<file path="config.mk">
export PLATFORM = sky130hd
export DESIGN_NAME = hdmi_period_tracker_flat
export DESIGN_NICKNAME = d
export VERILOG_FILES = /design/src/rtl/hdmi_period_tracker_if.sv /design/src/rtl/hdmi_period_tracker.sv /design/src/flat_wrapper.sv
export SDC_FILE = /design/constraint.sdc
export NUM_CORES = 1
export LEC_CHECK = 0
export CAP_MARGIN = 5
export CELL_PAD_IN_SITES_DETAIL_PLACEMENT = 1
export CELL_PAD_IN_SITES_GLOBAL_PLACEMENT = 2
export CORE_ASPECT_RATIO = 1.1
export CORE_MARGIN = 2
export CORE_UTILIZATION = 37
export CTS_BUF_LIST = sky130_fd_sc_hd__clkbuf_4
export DETAILED_ROUTE_END_ITERATION = 12
export GPL_TIMING_DRIVEN = 0
export PLACE_DENSITY = 0.89
export SYNTH_ARGS = -nofsm -noshare
export SYNTH_HDL_FRONTEND = slang
export SYNTH_SLANG_ARGS = --single-unit
</file>
<file path="constraint.sdc">
create_clock -name clk_1x_in -period 5.1 [get_ports clk_1x_in]
set_clock_uncertainty 0.05 [all_clocks]
set_input_delay 0.51 -clock clk_1x_in [delete_from_list [all_inputs] [get_ports clk_1x_in]]
set_output_delay 0.51 -clock clk_1x_in [all_outputs]
set_load 0.01 [all_outputs]
</file>
<file path="src/rtl/hdmi_period_tracker_if.sv">
// hdmi_period_tracker_if
// Groups the character inputs and the period-classification outputs of
// hdmi_period_tracker into one bundle.
//   ch1_data, ch2_data : aligned 10-bit TMDS characters, channels 1 and 2
//   ch0_is_terc4       : channel 0 TERC4 flag, one character later than ch1/ch2
//   in_island          : current character is data-island payload
//   pkt_start          : pulse on character 0 of each packet
//   char_idx           : payload character index within the packet
//   in_video           : current character is active video
//   island_err         : pulse on a data-island protocol violation
//   err_count          : saturating island error count (zero unless enabled)
// Modports: master drives characters and observes outputs; slave is the tracker.
interface hdmi_period_tracker_if;
  logic [9:0]  ch1_data;
  logic [9:0]  ch2_data;
  logic        ch0_is_terc4;
  logic        in_island;
  logic        pkt_start;
  logic [4:0]  char_idx;
  logic        in_video;
  logic        island_err;
  logic [15:0] err_count;

  modport master (
    output ch1_data, ch2_data, ch0_is_terc4,
    input  in_island, pkt_start, char_idx, in_video, island_err, err_count
  );

  modport slave (
    input  ch1_data, ch2_data, ch0_is_terc4,
    output in_island, pkt_start, char_idx, in_video, island_err, err_count
  );
endinterface

</file>
<file path="src/rtl/hdmi_period_tracker.sv">
// hdmi_period_tracker
// Classifies each HDMI character period as control, data-island guard or
// payload, video guard or active video, using channel 0's TERC4 flag and the
// characters of channels 1 and 2. Outputs are registered and describe the
// character that appeared on ch1_data two clocks earlier.
// Ports:
//   clk_1x_in : pixel-rate character clock
//   rst_n_in  : asynchronous active-low reset
//   link      : hdmi_period_tracker_if.slave (characters in, classification out)
// Optional feature: define HDMI_PERIOD_ERRCNT_EN to build the saturating
// island error counter on err_count; otherwise err_count is tied to zero.
module hdmi_period_tracker #(
  parameter int PREAMBLE_LEN = 8,
  parameter int GUARD_LEN    = 2,
  parameter int PKT_LEN      = 32,
  parameter int MAX_PKTS     = 18
) (
  input logic                  clk_1x_in,
  input logic                  rst_n_in,
  hdmi_period_tracker_if.slave link
);
  localparam int PW = $clog2(PREAMBLE_LEN + 1);
  localparam int GW = $clog2(GUARD_LEN + 1);
  localparam int KW = $clog2(MAX_PKTS + 1);

  localparam logic [9:0] CTL0 = 10'b1101010100;
  localparam logic [9:0] CTL1 = 10'b0010101011;
  localparam logic [9:0] CTL2 = 10'b0101010100;
  localparam logic [9:0] CTL3 = 10'b1010101011;
  localparam logic [9:0] GB   = 10'b0100110011;

  typedef enum logic [2:0] {
    CONTROL, LEAD_GUARD, ISLAND, TRAIL_GUARD, VIDEO_GUARD, VIDEO
  } stateT;

  stateT         r_state, w_stateNext;
  logic [9:0]    r_ch1, r_ch2;
  logic [PW-1:0] r_preCnt, w_preCntNext, w_preSat;
  logic          r_preVideo, w_preVideoNext;
  logic [GW-1:0] r_gCnt, w_gCntNext, w_gInc;
  logic [4:0]    r_idx, w_idxNext;
  logic [KW-1:0] r_pktCnt, w_pktCntNext;
  logic          r_inIsland, w_inIsland;
  logic          r_pktStart, w_pktStart;
  logic [4:0]    r_charIdx, w_charIdx;
  logic          r_inVideo, w_inVideo;
  logic          r_err, w_err;
  logic          w_isDiPre, w_isVidPre, w_isGbBoth, w_ch1Gb, w_ch1Ctl, w_preFull;

  assign w_isDiPre  = (r_ch1 == CTL1) && (r_ch2 == CTL1);
  assign w_isVidPre = (r_ch1 == CTL1) && (r_ch2 == CTL0);
  assign w_isGbBoth = (r_ch1 == GB) && (r_ch2 == GB);
  assign w_ch1Gb    = (r_ch1 == GB);
  assign w_ch1Ctl   = (r_ch1 == CTL0) || (r_ch1 == CTL1) ||
                      (r_ch1 == CTL2) || (r_ch1 == CTL3);
  assign w_preFull  = (r_preCnt >= PW'(PREAMBLE_LEN));
  assign w_preSat   = w_preFull ? r_preCnt : r_preCnt + 1'b1;
  assign w_gInc     = r_gCnt + 1'b1;

  // ch1/ch2 are delayed one clock so they line up with the late TERC4 flag.
  always_ff @(posedge clk_1x_in or negedge rst_n_in) begin
    if (!rst_n_in) begin
      r_ch1 <= '0;
      r_ch2 <= '0;
    end else begin
      r_ch1 <= link.ch1_data;
      r_ch2 <= link.ch2_data;
    end
  end

  // State, counters and registered outputs.
  always_ff @(posedge clk_1x_in or negedge rst_n_in) begin
    if (!rst_n_in) begin
      r_state    <= CONTROL;
      r_preCnt   <= '0;
      r_preVideo <= 1'b0;
      r_gCnt     <= '0;
      r_idx      <= '0;
      r_pktCnt   <= '0;
      r_inIsland <= 1'b0;
      r_pktStart <= 1'b0;
      r_charIdx  <= '0;
      r_inVideo  <= 1'b0;
      r_err      <= 1'b0;
    end else begin
      r_state    <= w_stateNext;
      r_preCnt   <= w_preCntNext;
      r_preVideo <= w_preVideoNext;
      r_gCnt     <= w_gCntNext;
      r_idx      <= w_idxNext;
      r_pktCnt   <= w_pktCntNext;
      r_inIsland <= w_inIsland;
      r_pktStart <= w_pktStart;
      r_charIdx  <= w_charIdx;
      r_inVideo  <= w_inVideo;
      r_err      <= w_err;
    end
  end

  // Next-state and output decode. The preamble run length is tracked in every
  // state; r_idx is the index the current character takes if it is payload,
  // and r_idx==0 with packets already seen marks a packet boundary.
  always_comb begin
    w_stateNext    = r_state;
    w_gCntNext     = r_gCnt;
    w_idxNext      = r_idx;
    w_pktCntNext   = r_pktCnt;
    w_preVideoNext = r_preVideo;
    w_preCntNext   = '0;
    w_inIsland     = 1'b0;
    w_pktStart     = 1'b0;
    w_charIdx      = '0;
    w_inVideo      = 1'b0;
    w_err          = 1'b0;

    if (w_isDiPre) begin
      w_preVideoNext = 1'b0;
      w_preCntNext   = (!r_preVideo && r_preCnt != '0) ? w_preSat : PW'(1);
    end else if (w_isVidPre) begin
      w_preVideoNext = 1'b1;
      w_preCntNext   = (r_preVideo && r_preCnt != '0) ? w_preSat : PW'(1);
    end

    case (r_state)
      CONTROL: begin
        if (!r_preVideo && w_preFull && w_isGbBoth && link.ch0_is_terc4) begin
          w_gCntNext   = GW'(1);
          w_idxNext    = '0;
          w_pktCntNext = '0;
          w_stateNext  = (GUARD_LEN == 1) ? ISLAND : LEAD_GUARD;
        end else if (r_preVideo && w_preFull && w_ch1Gb) begin
          w_gCntNext  = GW'(1);
          w_stateNext = (GUARD_LEN == 1) ? VIDEO : VIDEO_GUARD;
        end
      end
      LEAD_GUARD: begin
        if (w_isGbBoth && link.ch0_is_terc4) begin
          w_gCntNext = w_gInc;
          if (w_gInc == GW'(GUARD_LEN)) begin
            w_stateNext  = ISLAND;
            w_idxNext    = '0;
            w_pktCntNext = '0;
          end
        end else begin
          w_err        = 1'b1;
          w_preCntNext = '0;
          w_stateNext  = CONTROL;
        end
      end
      ISLAND: begin
        // A dropped TERC4 flag wins over any boundary decision.
        if (!link.ch0_is_terc4) begin
          w_err        = 1'b1;
          w_preCntNext = '0;
          w_stateNext  = CONTROL;
        end else if (r_idx == '0 && r_pktCnt != '0 && w_isGbBoth) begin
          w_gCntNext  = GW'(1);
          w_stateNext = (GUARD_LEN == 1) ? CONTROL : TRAIL_GUARD;
        end else if (r_idx == '0 && r_pktCnt == KW'(MAX_PKTS)) begin
          w_err        = 1'b1;
          w_preCntNext = '0;
          w_stateNext  = CONTROL;
        end else begin
          w_inIsland = 1'b1;
          w_pktStart = (r_idx == '0);
          w_charIdx  = r_idx;
          if (r_idx == '0) w_pktCntNext = r_pktCnt + 1'b1;
          w_idxNext = (r_idx == 5'(PKT_LEN - 1)) ? '0 : r_idx + 1'b1;
        end
      end
      TRAIL_GUARD: begin
        if (w_isGbBoth) begin
          w_gCntNext = w_gInc;
          if (w_gInc == GW'(GUARD_LEN)) w_stateNext = CONTROL;
        end else begin
          w_err        = 1'b1;
          w_preCntNext = '0;
          w_stateNext  = CONTROL;
        end
      end
      VIDEO_GUARD: begin
        if (w_ch1Gb) begin
          w_gCntNext = w_gInc;
          if (w_gInc == GW'(GUARD_LEN)) w_stateNext = VIDEO;
        end else begin
          w_stateNext = CONTROL;
        end
      end
      VIDEO: begin
        if (w_ch1Ctl) w_stateNext = CONTROL;
        else          w_inVideo   = 1'b1;
      end
      default: w_stateNext = CONTROL;
    endcase
  end

  assign link.in_island  = r_inIsland;
  assign link.pkt_start  = r_pktStart;
  assign link.char_idx   = r_charIdx;
  assign link.in_video   = r_inVideo;
  assign link.island_err = r_err;

`ifdef HDMI_PERIOD_ERRCNT_EN
  logic [15:0] r_errCount;

  // Counts on the same edge that raises island_err, holding at all-ones.
  always_ff @(posedge clk_1x_in or negedge rst_n_in) begin
    if (!rst_n_in)                               r_errCount <= '0;
    else if (w_err && r_errCount != 16'hFFFF)    r_errCount <= r_errCount + 16'd1;
  end

  assign link.err_count = r_errCount;
`else
  assign link.err_count = '0;
`endif
endmodule
</file>
<file path="src/flat_wrapper.sv">
// flat-port wrapper written by rule: the top's interface ports become plain ports
module hdmi_period_tracker_flat 
#(
  parameter int PREAMBLE_LEN = 8,
  parameter int GUARD_LEN    = 2,
  parameter int PKT_LEN      = 32,
  parameter int MAX_PKTS     = 18
)
  (clk_1x_in, rst_n_in, link_ch1_data, link_ch2_data, link_ch0_is_terc4, link_in_island, link_pkt_start, link_char_idx, link_in_video, link_island_err, link_err_count);
  hdmi_period_tracker_if link_i ();
  input logic clk_1x_in;
  input logic rst_n_in;
  input wire logic [$bits(link_i.ch1_data)-1:0] link_ch1_data;
  input wire logic [$bits(link_i.ch2_data)-1:0] link_ch2_data;
  input wire logic [$bits(link_i.ch0_is_terc4)-1:0] link_ch0_is_terc4;
  output wire logic [$bits(link_i.in_island)-1:0] link_in_island;
  output wire logic [$bits(link_i.pkt_start)-1:0] link_pkt_start;
  output wire logic [$bits(link_i.char_idx)-1:0] link_char_idx;
  output wire logic [$bits(link_i.in_video)-1:0] link_in_video;
  output wire logic [$bits(link_i.island_err)-1:0] link_island_err;
  output wire logic [$bits(link_i.err_count)-1:0] link_err_count;
  assign link_i.ch1_data = link_ch1_data;
  assign link_i.ch2_data = link_ch2_data;
  assign link_i.ch0_is_terc4 = link_ch0_is_terc4;
  assign link_in_island = link_i.in_island;
  assign link_pkt_start = link_i.pkt_start;
  assign link_char_idx = link_i.char_idx;
  assign link_in_video = link_i.in_video;
  assign link_island_err = link_i.island_err;
  assign link_err_count = link_i.err_count;
  hdmi_period_tracker #(.PREAMBLE_LEN(PREAMBLE_LEN), .GUARD_LEN(GUARD_LEN), .PKT_LEN(PKT_LEN), .MAX_PKTS(MAX_PKTS)) u_core (.clk_1x_in(clk_1x_in), .rst_n_in(rst_n_in), .link(link_i));
endmodule
</file>
# --- After elaboration in Yosys (flattened, before gate mapping) ---
# Cells that the tools add are included.
totals:
  regBits: 49
op_classes:
  add_sub_neg: 4
  order_cmp: 1
  n_eq_ne: 32
  reduce_logical: 29
  mux: 67
ops:
  columns: ["op", "n"]
  rows:
  - ["2-to-1 mux 5 bit", 15]
  - ["2-to-1 mux 4 bit", 10]
  - ["2-to-1 mux 3 bit", 12]
  - ["== test 10 bit (second input constant)", 3]
  - ["== test 10 x 9 -> 1 bit (second input constant)", 3]
  - ["case mux 5 bit (3 select lines)", 2]
  - ["== test 10 x 8 -> 1 bit (second input constant)", 2]
  - ["case mux 3 bit (6 select lines)", 1]
  - ["2-to-1 mux 1 bit", 17]
  - ["inequality test 2 x 1 -> 1 bit (second input constant)", 8]
  - ["logical AND 1 bit", 14]
  - ["2-to-1 mux 2 bit", 7]
  - ["AND reduction 7 bit", 2]
  - ["case mux 4 bit (3 select lines)", 1]
  - ["adder 5 x 1 -> 5 bit (second input constant)", 2]
  - ["== test 5 bit (second input constant)", 2]
  - ["case mux 2 bit (5 select lines)", 1]
  - ["nonzero test 5 bit", 2]
  - ["inequality test 3 bit (second input constant)", 3]
  - ["AND reduction 8 bit", 1]
  - ["== test 3 x 2 -> 1 bit (second input constant)", 2]
  - ["== test 3 bit (second input constant)", 2]
  - ["inequality test 2 bit (second input constant)", 3]
  - ["AND reduction 6 bit", 1]
  - ["other kinds (15)", 17]

# --- Longest topological paths before layout ---
# Gate-level depths: netlist (run 1).
depth:
  depth_word: 9
  mapped_depth: 9
  mapped_depth_nobuf: 8

# --- Worst setup path before layout (run 1) ---
# No wires, ideal clock.
synth_timing:
  path_type: "register to register"
  start: "reg u_core.r_idx[0]"
  end: "reg u_core.r_state[0]"
  slack_ns: 2.785
  stages_incl_launch_ff: 10
  setup_time_ns: 0.125
  n_path_buf: 1
  arrival_time_ns: 2.140
  path_cell_list: "dfrtp_1 inv_1 ha_1 nor4b_4 a21boi_2 and3_1 buf_6 nor3_4 or3b_4 mux2_4"
synth_between:
  elab_chain_cells: 6
  elab_cells_between_ends: 9
synth_lines:
  columns: ["element", "line_no", "rtl"]
  rows:
  - ["from (decl)", "hdmi_period_tracker.sv:41", "logic [4:0] r_idx, w_idxNext;"]
  - ["from (signal assigned)", "hdmi_period_tracker.sv:90", "r_idx <= w_idxNext;"]
  - ["logical NOT 5 bit *", "hdmi_period_tracker.sv:156, hdmi_period_tracker.sv:159", null]
  - ["logical AND 1 bit (2 in series)", "hdmi_period_tracker.sv:156", "end else if (r_idx == '0 && r_pktCnt != '0 && w_isGbBoth) begin"]
  - ["2-to-1 mux 3 bit", "hdmi_period_tracker.sv:156", null]
  - ["2-to-1 mux 3 bit", "hdmi_period_tracker.sv:152", "if (!link.ch0_is_terc4) begin"]
  - ["case mux 3 bit (6 select lines)", "hdmi_period_tracker.sv:124", "case (r_state)"]
  - ["to (signal assigned)", "hdmi_period_tracker.sv:86", "r_state <= w_stateNext;"]
  - ["to (decl)", "hdmi_period_tracker.sv:36", "stateT r_state, w_stateNext;"]
# Mark *: on every way between the ends. The rest lies on a longest branch, timed or not.
# A chain may end at the register's enable or synchronous reset.

# --- Worst setup path after layout (run 1) ---
# Ends and elaborated chain as after synthesis.

==> out/summary.txt, run 1 <==
Port Buf Inserts = 31
CTS Hold Bufs = 0
Worst R2R Path Depth = 9
Ys Warns = 0
worst path buffer plus inverter count = 2
CP Launch Point = u_core.r_idx[0]$_DFFE_PN0P_
Clock Pin Slew Worst Setup and Hold Paths = 0.14 ns
Total Power = 0.752 mW
Primary FF master, synth = dfrtp_1
status = complete, no violations
die height = 90.2 um
Max Buffers Root-to-Sink = 2
max_cap viols = 0
chip width = 82.3 um
Hold WC Path Type = primary input to asynchronous set/reset pin
ANT nets after route = 0
fmax = 0.387 GHz
drt wl/cell = 14.9 um
GRT Residual Overflow = 0
Initial DRT Pass Iterations = 4
Async S/R FF share, synth = 1.00
GRT Util Overall = 0.165
Post CTS Setup Buffer Count = 0
crit path max fanout = 8
CP Launch Type = flop
largest cells by area after synthesis = dfrtp_1, buf_4, ha_1
pin count of the biggest net entering global routing = 33
crit-path cells = inv_1, ha_1, nor4b_4, a21boi_2, and3_1, buf_6, nor3_4, or3b_4, mux2_4
Tcrit/Tclk final = 0.506
DRC viols = 0
Required @ worst endpoint = 5.31 ns
slowest stage delay, CP = 0.46 ns
unrepaired setup endpoints after global routing = no
crit path capture type = flop
Synth Area in Compound Gates = 0.139
FF+latch count, synth = 49
Area Growth Syn to Fin = 21.5%
delay-heaviest family, CP = simple AND/OR/NAND/NOR gates
core area = 0.00656 mm^2
Post-DP Area = 0.00298 mm^2
Synth area leader = dfrtp_1
ANT cells = 0
post-DP HPWL = 4400 um
Pwr per Cell Area = 248 mW/mm^2
final hold violations = 0
Design Area, Final = 0.00304 mm^2
Via Count = 1883
WP depth = 9
combinational family with the most area after synthesis = simple AND/OR/NAND/NOR gates
Starting Density = 0.381
maximum vdd drop = 0.167 mV
Slew headroom = 0.576
Reg2Reg Setup Slack = 2.52 ns
xor and xnor area share after synthesis = 0
CTS H-tree depth = 2
num rows = 31
post-synth top area share = 0.491
EDFF count, synth = 0
register area share after synthesis = 0.491
mux cell area share after synthesis = 0.0271
simple-gate share of the synthesized area = 0.209
R2R Path Start = u_core.r_idx[0]$_DFFE_PN0P_
post-synthesis cell area = 0.00250 mm^2
fin worst setup slack = 2.52 ns
Initial DRC Count = 91
clk root buf = clkbuf_4
final setup vio count = 0
vias per cell = 5.03
Adder-Cell Fraction of Synth Area = 0.0451
pre-CTS WS = 2.19 ns
slew of the pin with the lowest slew margin = 0.632 ns
gpl congestion = 0.810
nets@finish = 323
# clock sinks = 49
vias in the first global route = 1990
CP max stage cell = dfrtp_1
IO Pins = 48
Critical Path AT = 2.80 ns
kind of critical path = flop to flop
syn avg cell area = 10.5 um^2
CTS tree = built
reg2reg end = u_core.r_state[0]$_DFFE_PN0P_
crit path time final = 2.58 ns
first-pass GRT wire length = 9580 um
Clk Latency, worst-skew pair = 0.36 ns
setup TNS = 0 ns
die area = 0.00742 mm^2
Slew Viols, Final = 0
top post-synthesis cells by count = dfrtp_1, buf_4, inv_1, nand2_1, o21ai_0
cell with the most instances after synthesis = dfrtp_1
initial antenna violation count = 0
Post-Synthesis Cells = 237
Num CTS Buffers = 5
Synth cell types = 59
Leak = 1.38 nW
crit path capture = u_core.r_state[0]$_DFFE_PN0P_
share of layout cells above drive strength 1 = 0.158
final WL = 5580 um
PostCTS Resize Cnt = 0
Fill cells = 751
==> logic make-up (layout without fill, tap and decap cells) <==
kind of cell    after synthesis  after routing
flops                        49             49
other cells                   1             16
buf+inv                      38             78
compound gates               51             51
fa+ha+maj                     9              9
simple gates                 83             83
mux                           6              6
==> worst reg2reg max path, stage by stage (launching register included) <==
cell and delay [ns]:
dfrtp_1 0.46, inv_1 0.10, ha_1 0.16, nor4b_4 0.39, a21boi_2 0.25, and3_1 0.18, buf_6 0.14, nor3_4 0.06
or3b_4 0.41, mux2_4 0.31
==> stage by stage <==
step	util	hold WS, ns	instances
after floorplan	-	0.164	252
after global placement	0.453	0.420	365
after detailed placement	0.455	0.428	366
after CTS	0.463	0.0168	374
after global routing	0.463	0.0108	374
final	0.463	0.0104	374
==> registers in the layout (all words and copies together), names as in the netlist <==
signal	flops
u_core.link.char_idx	5
u_core.link.in_island	1
u_core.link.in_video	1
u_core.link.island_err	1
u_core.link.pkt_start	1
u_core.r_ch1	10
u_core.r_ch2	10
u_core.r_gCnt	2
u_core.r_idx	5
u_core.r_pktCnt	5
u_core.r_preCnt	4
u_core.r_preVideo	1
u_core.r_state	3
==> cells in the final DEF, fill, tap and decap left out, types with 2 or more instances in the layout <==
cell	netlist	routed
a211oi_1	2	2
a21oi_1	9	9
a22o_1	3	3
a31o_2	3	3
a31oi_1	4	4
and2_2	2	2
and3_1	2	2
and4_2	3	3
and4b_1	2	2
buf_2	1	2
buf_4	16	16
buf_6	2	2
clkbuf_1	3	3
clkbuf_4	0	5
clkdlybuf4s50_1	0	30
clkinv_1	0	2
conb_1	1	16
dfrtp_1	49	49
ha_1	9	9
inv_1	16	16
mux2_2	2	2
mux2i_1	3	3
nand2_1	15	15
nand3_1	8	8
nor2_1	13	13
nor2b_1	4	4
nor3_1	12	12
nor4b_1	3	3
nor4bb_1	3	3
o21ai_0	14	14
or3_1	2	2
==> report_power, final <==
group | internal (mW) | switching [mW] | total [mW] | leakage [nW]
combinational | 0.0704 | 0.0705 | 0.141 | 0.718
sequential | 0.411 | 0.0225 | 0.434 | 0.629
clock | 0.0528 | 0.124 | 0.177 | 0.0307
==> how the worst min path moves through the flow <==
stage | from | endpoint | slack [ns] | cells after the start
floorplan | rst_n_in | u_core.link.char_idx[0]$_DFF_PN0_ | 0.16 | 0
global placement | u_core.r_gCnt[0]$_DFFE_PN0P_ | u_core.r_gCnt[0]$_DFFE_PN0P_ | 0.42 | 1
detailed placement | rst_n_in | u_core.link.pkt_start$_DFF_PN0_ | 0.43 | 1
CTS | rst_n_in | u_core.link.pkt_start$_DFF_PN0_ | 0.02 | 1
global route | rst_n_in | u_core.r_pktCnt[0]$_DFFE_PN0P_ | 0.01 | 1
finish | rst_n_in | u_core.r_pktCnt[1]$_DFFE_PN0P_ | 0.01 | 1
==> per-layer routing <==
metal  routed length [um]  track usage  part of all wire
met5                    0            0                 0
met4                   58       0.0458             0.010
met3                  208       0.0301             0.037
met2                 2840        0.271              0.51
met1                 2480        0.220              0.44
==> final cells by class <==
class	count	area [um^2]	share of cell area
Inverter	16	60.1	0.0198
Clock inverter	3	16.3	0.00536
Sequential cell	49	1230	0.404
Buffer	22	159	0.0523
Tap cell	82	103	0.0338
Timing Repair Buffer	32	325	0.107
Multi-Input combinational cell	165	1110	0.365
Clock buffer	5	37.5	0.0124
(Power assumes the default switching activity.)
==> inputs of run 2 (changes only) <==
--- a/config.mk
+++ b/config.mk
@@ -10,11 +10,11 @@
 export CELL_PAD_IN_SITES_GLOBAL_PLACEMENT = 2
 export CORE_ASPECT_RATIO = 1.1
 export CORE_MARGIN = 2
-export CORE_UTILIZATION = 37
+export CORE_UTILIZATION = 31
 export CTS_BUF_LIST = sky130_fd_sc_hd__clkbuf_4
 export DETAILED_ROUTE_END_ITERATION = 12
 export GPL_TIMING_DRIVEN = 0
-export PLACE_DENSITY = 0.89
+export PLACE_DENSITY = 0.8
 export SYNTH_ARGS = -nofsm -noshare
 export SYNTH_HDL_FRONTEND = slang
 export SYNTH_SLANG_ARGS = --single-unit
==> constraint.sdc (replaced) <==
create_clock -name clk_1x_in -period 2.3 [get_ports clk_1x_in]
set_clock_uncertainty 0.05 [all_clocks]
set_input_delay 0.23 -clock clk_1x_in [delete_from_list [all_inputs] [get_ports clk_1x_in]]
set_output_delay 0.23 -clock clk_1x_in [all_outputs]
set_load 0.01 [all_outputs]
==> run 2 against run 1 <==
Compared with the run above:
- sequential share of layout area decreased by 3.3 points
- non-clock buffer count increased by 11
- global-route usage down 2.2 points
- largest cell class is now multi-input combinational cells
- power is 140% higher
==> out/summary.txt, run 2 (synthesis gave the netlist of run 1 again) <==
DRC viols = 0 (unchanged)
R2R Path Start = u_core.r_ch2[6]$_DFF_PN0_
GRT Residual Overflow = 0 (unchanged)
die area = 0.00879 mm^2 (+18%)
Port Buf Inserts = 31 (unchanged)
Tcrit/Tclk final = 0.972 (+0.465)
Pwr per Cell Area = 541 mW/mm^2 (+120%)
Max Buffers Root-to-Sink = 2 (unchanged)
crit path capture type = flop
chip width = 89.6 um (+8.8%)
CTS H-tree depth = 2 (unchanged)
Leak = 1.48 nW (+7.4%)
initial antenna violation count = 0 (unchanged)
crit path max fanout = 7 (-1)
gpl congestion = 0.826 (+1.9%)
Hold WC Path Type = primary input to flop
Clk Latency, worst-skew pair = 0.37 ns (about the same)
die height = 98.1 um (+8.8%)
slew of the pin with the lowest slew margin = 0.620 ns (-0.0116 ns)
IO Pins = 48 (unchanged)
Starting Density = 0.317 (-0.0637)
setup TNS = 0 ns (unchanged)
hold path startpoint = link_ch1_data[8]
most common cell after layout, fill and taps aside = dfrtp_1
fin worst setup slack = 0.0655 ns (-2.45 ns)
Critical Path AT = 2.47 ns (-0.33 ns)
Slew headroom = 0.587 (+0.0110)
CP Launch Point = u_core.r_ch2[6]$_DFF_PN0_
Top Registers = u_core.r_ch1 x10, u_core.r_ch2 x10
unrepaired setup endpoints after global routing = yes
commonest cells after routing, fill and taps aside = dfrtp_1, clkdlybuf4s50_1, buf_4
kind of critical path = flop to flop
Initial DRC Count = 106 (+16%)
Required @ worst endpoint = 2.53 ns (-2.78 ns)
Clock Pin Slew Worst Setup and Hold Paths = 0.16 ns (+0.02 ns)
core area = 0.00787 mm^2 (+20%)
# clock sinks = 49 (unchanged)
nets@finish = 334 (+3.4%)
vias per cell = 4.74 (-5.8%)
Initial DRT Pass Iterations = 4 (unchanged)
pre-CTS WS = -0.379 ns (-2.57 ns)
Total Power = 1.79 mW (+140%)
fin util = 0.420 (-0.0435)
vias in the first global route = 2034 (+2.2%)
fmax = 0.448 GHz (+16%)
clk root buf = clkbuf_4
max_cap viols = 0 (unchanged)
status = complete, no violations
final WL = 5870 um (+5.2%)
drt wl/cell = 14.3 um (-4.3%)
crit path time final = 2.23 ns (-0.348 ns)
post-DP HPWL = 4350 um (-1.3%)
CP Launch Type = flop
final setup vio count = 0 (unchanged)
final hold violations = 0 (unchanged)
GRT Util Overall = 0.143 (-0.0218)
ANT cells = 0 (unchanged)
Area Growth Syn to Fin = 32.2%
ANT nets after route = 0 (unchanged)
num rows = 34 (+9.7%)
Num CTS Buffers = 5 (unchanged)
first-pass GRT wire length = 9950 um (+3.8%)
pin count of the biggest net entering global routing = 26 (-21%)
Via Count = 1950 (+3.6%)
maximum vdd drop = 0.314 mV (+89%)
Slew Viols, Final = 0 (unchanged)
share of layout cells above drive strength 1 = 0.248 (+0.0900)
CTS tree = built
## run 2: cell count changes in the layout (fill, tap and decap cells not counted), moves of 2 or more
cell        previous run  this run
clkinvlp_4             0         2
inv_2                  0         2
nor4bb_1               3         1
nor4bb_4               0         2
clkbuf_1               3         1
clkinv_1               2         0
inv_1                 16        14
buf_4                 16        28
## run 2: worst paths after layout
check | end | slack, ns | depth (start not counted)
worst max-delay path | u_core.r_state[0]$_DFFE_PN0P_ | 0.07 | 7
worst min-delay path | u_core.r_ch1[8]$_DFF_PN0_ | 0.23 | 1
worst max register to register | u_core.r_state[0]$_DFFE_PN0P_ | 0.07 | 7
worst min register to register | u_core.r_gCnt[0]$_DFFE_PN0P_ | 0.44 | 1
max in group asynchronous | u_core.link.in_video$_DFF_PN0_ | 1.33 | 3
min in group asynchronous | u_core.link.char_idx[3]$_DFF_PN0_ | 0.34 | 2
## run 2: stage by stage
step	instances	instance area (um^2)	hold WS, ns
2_1_floorplan	252	2550	-0.116
3_3_place_gp	391	3000	0.416
3_5_place_dp	392	3020	0.223
4_1_cts	408	3220	0.209
5_1_grt	411	3300	0.175
6_report	411	3300	0.225
## run 2: per-layer routing
layer | track usage | share of wire | up-vias
met4 | 0.0356 | 0.0082 | 0
met3 | 0.0372 | 0.036 | 5
met5 | 0 | 0 | -
li1 | - | - | 956
met1 | 0.201 | 0.45 | 954
met2 | 0.221 | 0.50 | 35
## run 2: critical path: stages (launching register included)
cell and delay (ns):
dfrtp_1 0.43, nor4b_4 0.30, and4b_1 0.24, buf_6 0.13, a31o_4 0.17, o21bai_4 0.12, or3b_4 0.41, mux2_4 0.30
## run 2: area by class of cell
class,count,area (um^2)
clock inverters,3,26.3
well taps,108,135
fillers,864,4570
plain buffers,20,151
multi-input cells,165,1230
inverters,16,60.1
clock buffers,5,37.5
flip-flops and latches,49,1230
repair buffers,45,433
## run 2: report_power, final
part           internal [mW]  total (mW)  switching (mW)
Sequential             0.912       0.958          0.0463
Clock                  0.127       0.432           0.305
Combinational          0.209       0.398           0.189
## run 2: timing repair
| item | 4_1_cts | 5_1_grt |
|---|---|---|
| hold endpoints to repair | 24 | 0 |
| cloned | 0 | 0 |
| buffers inserted | 8 | 4 |
| resized for setup | 14 | 13 |
| endpoints found under the setup margin | 13 | 13 |
| pin swaps | 5 | 8 |
| hold buffers | 1 | 0 |
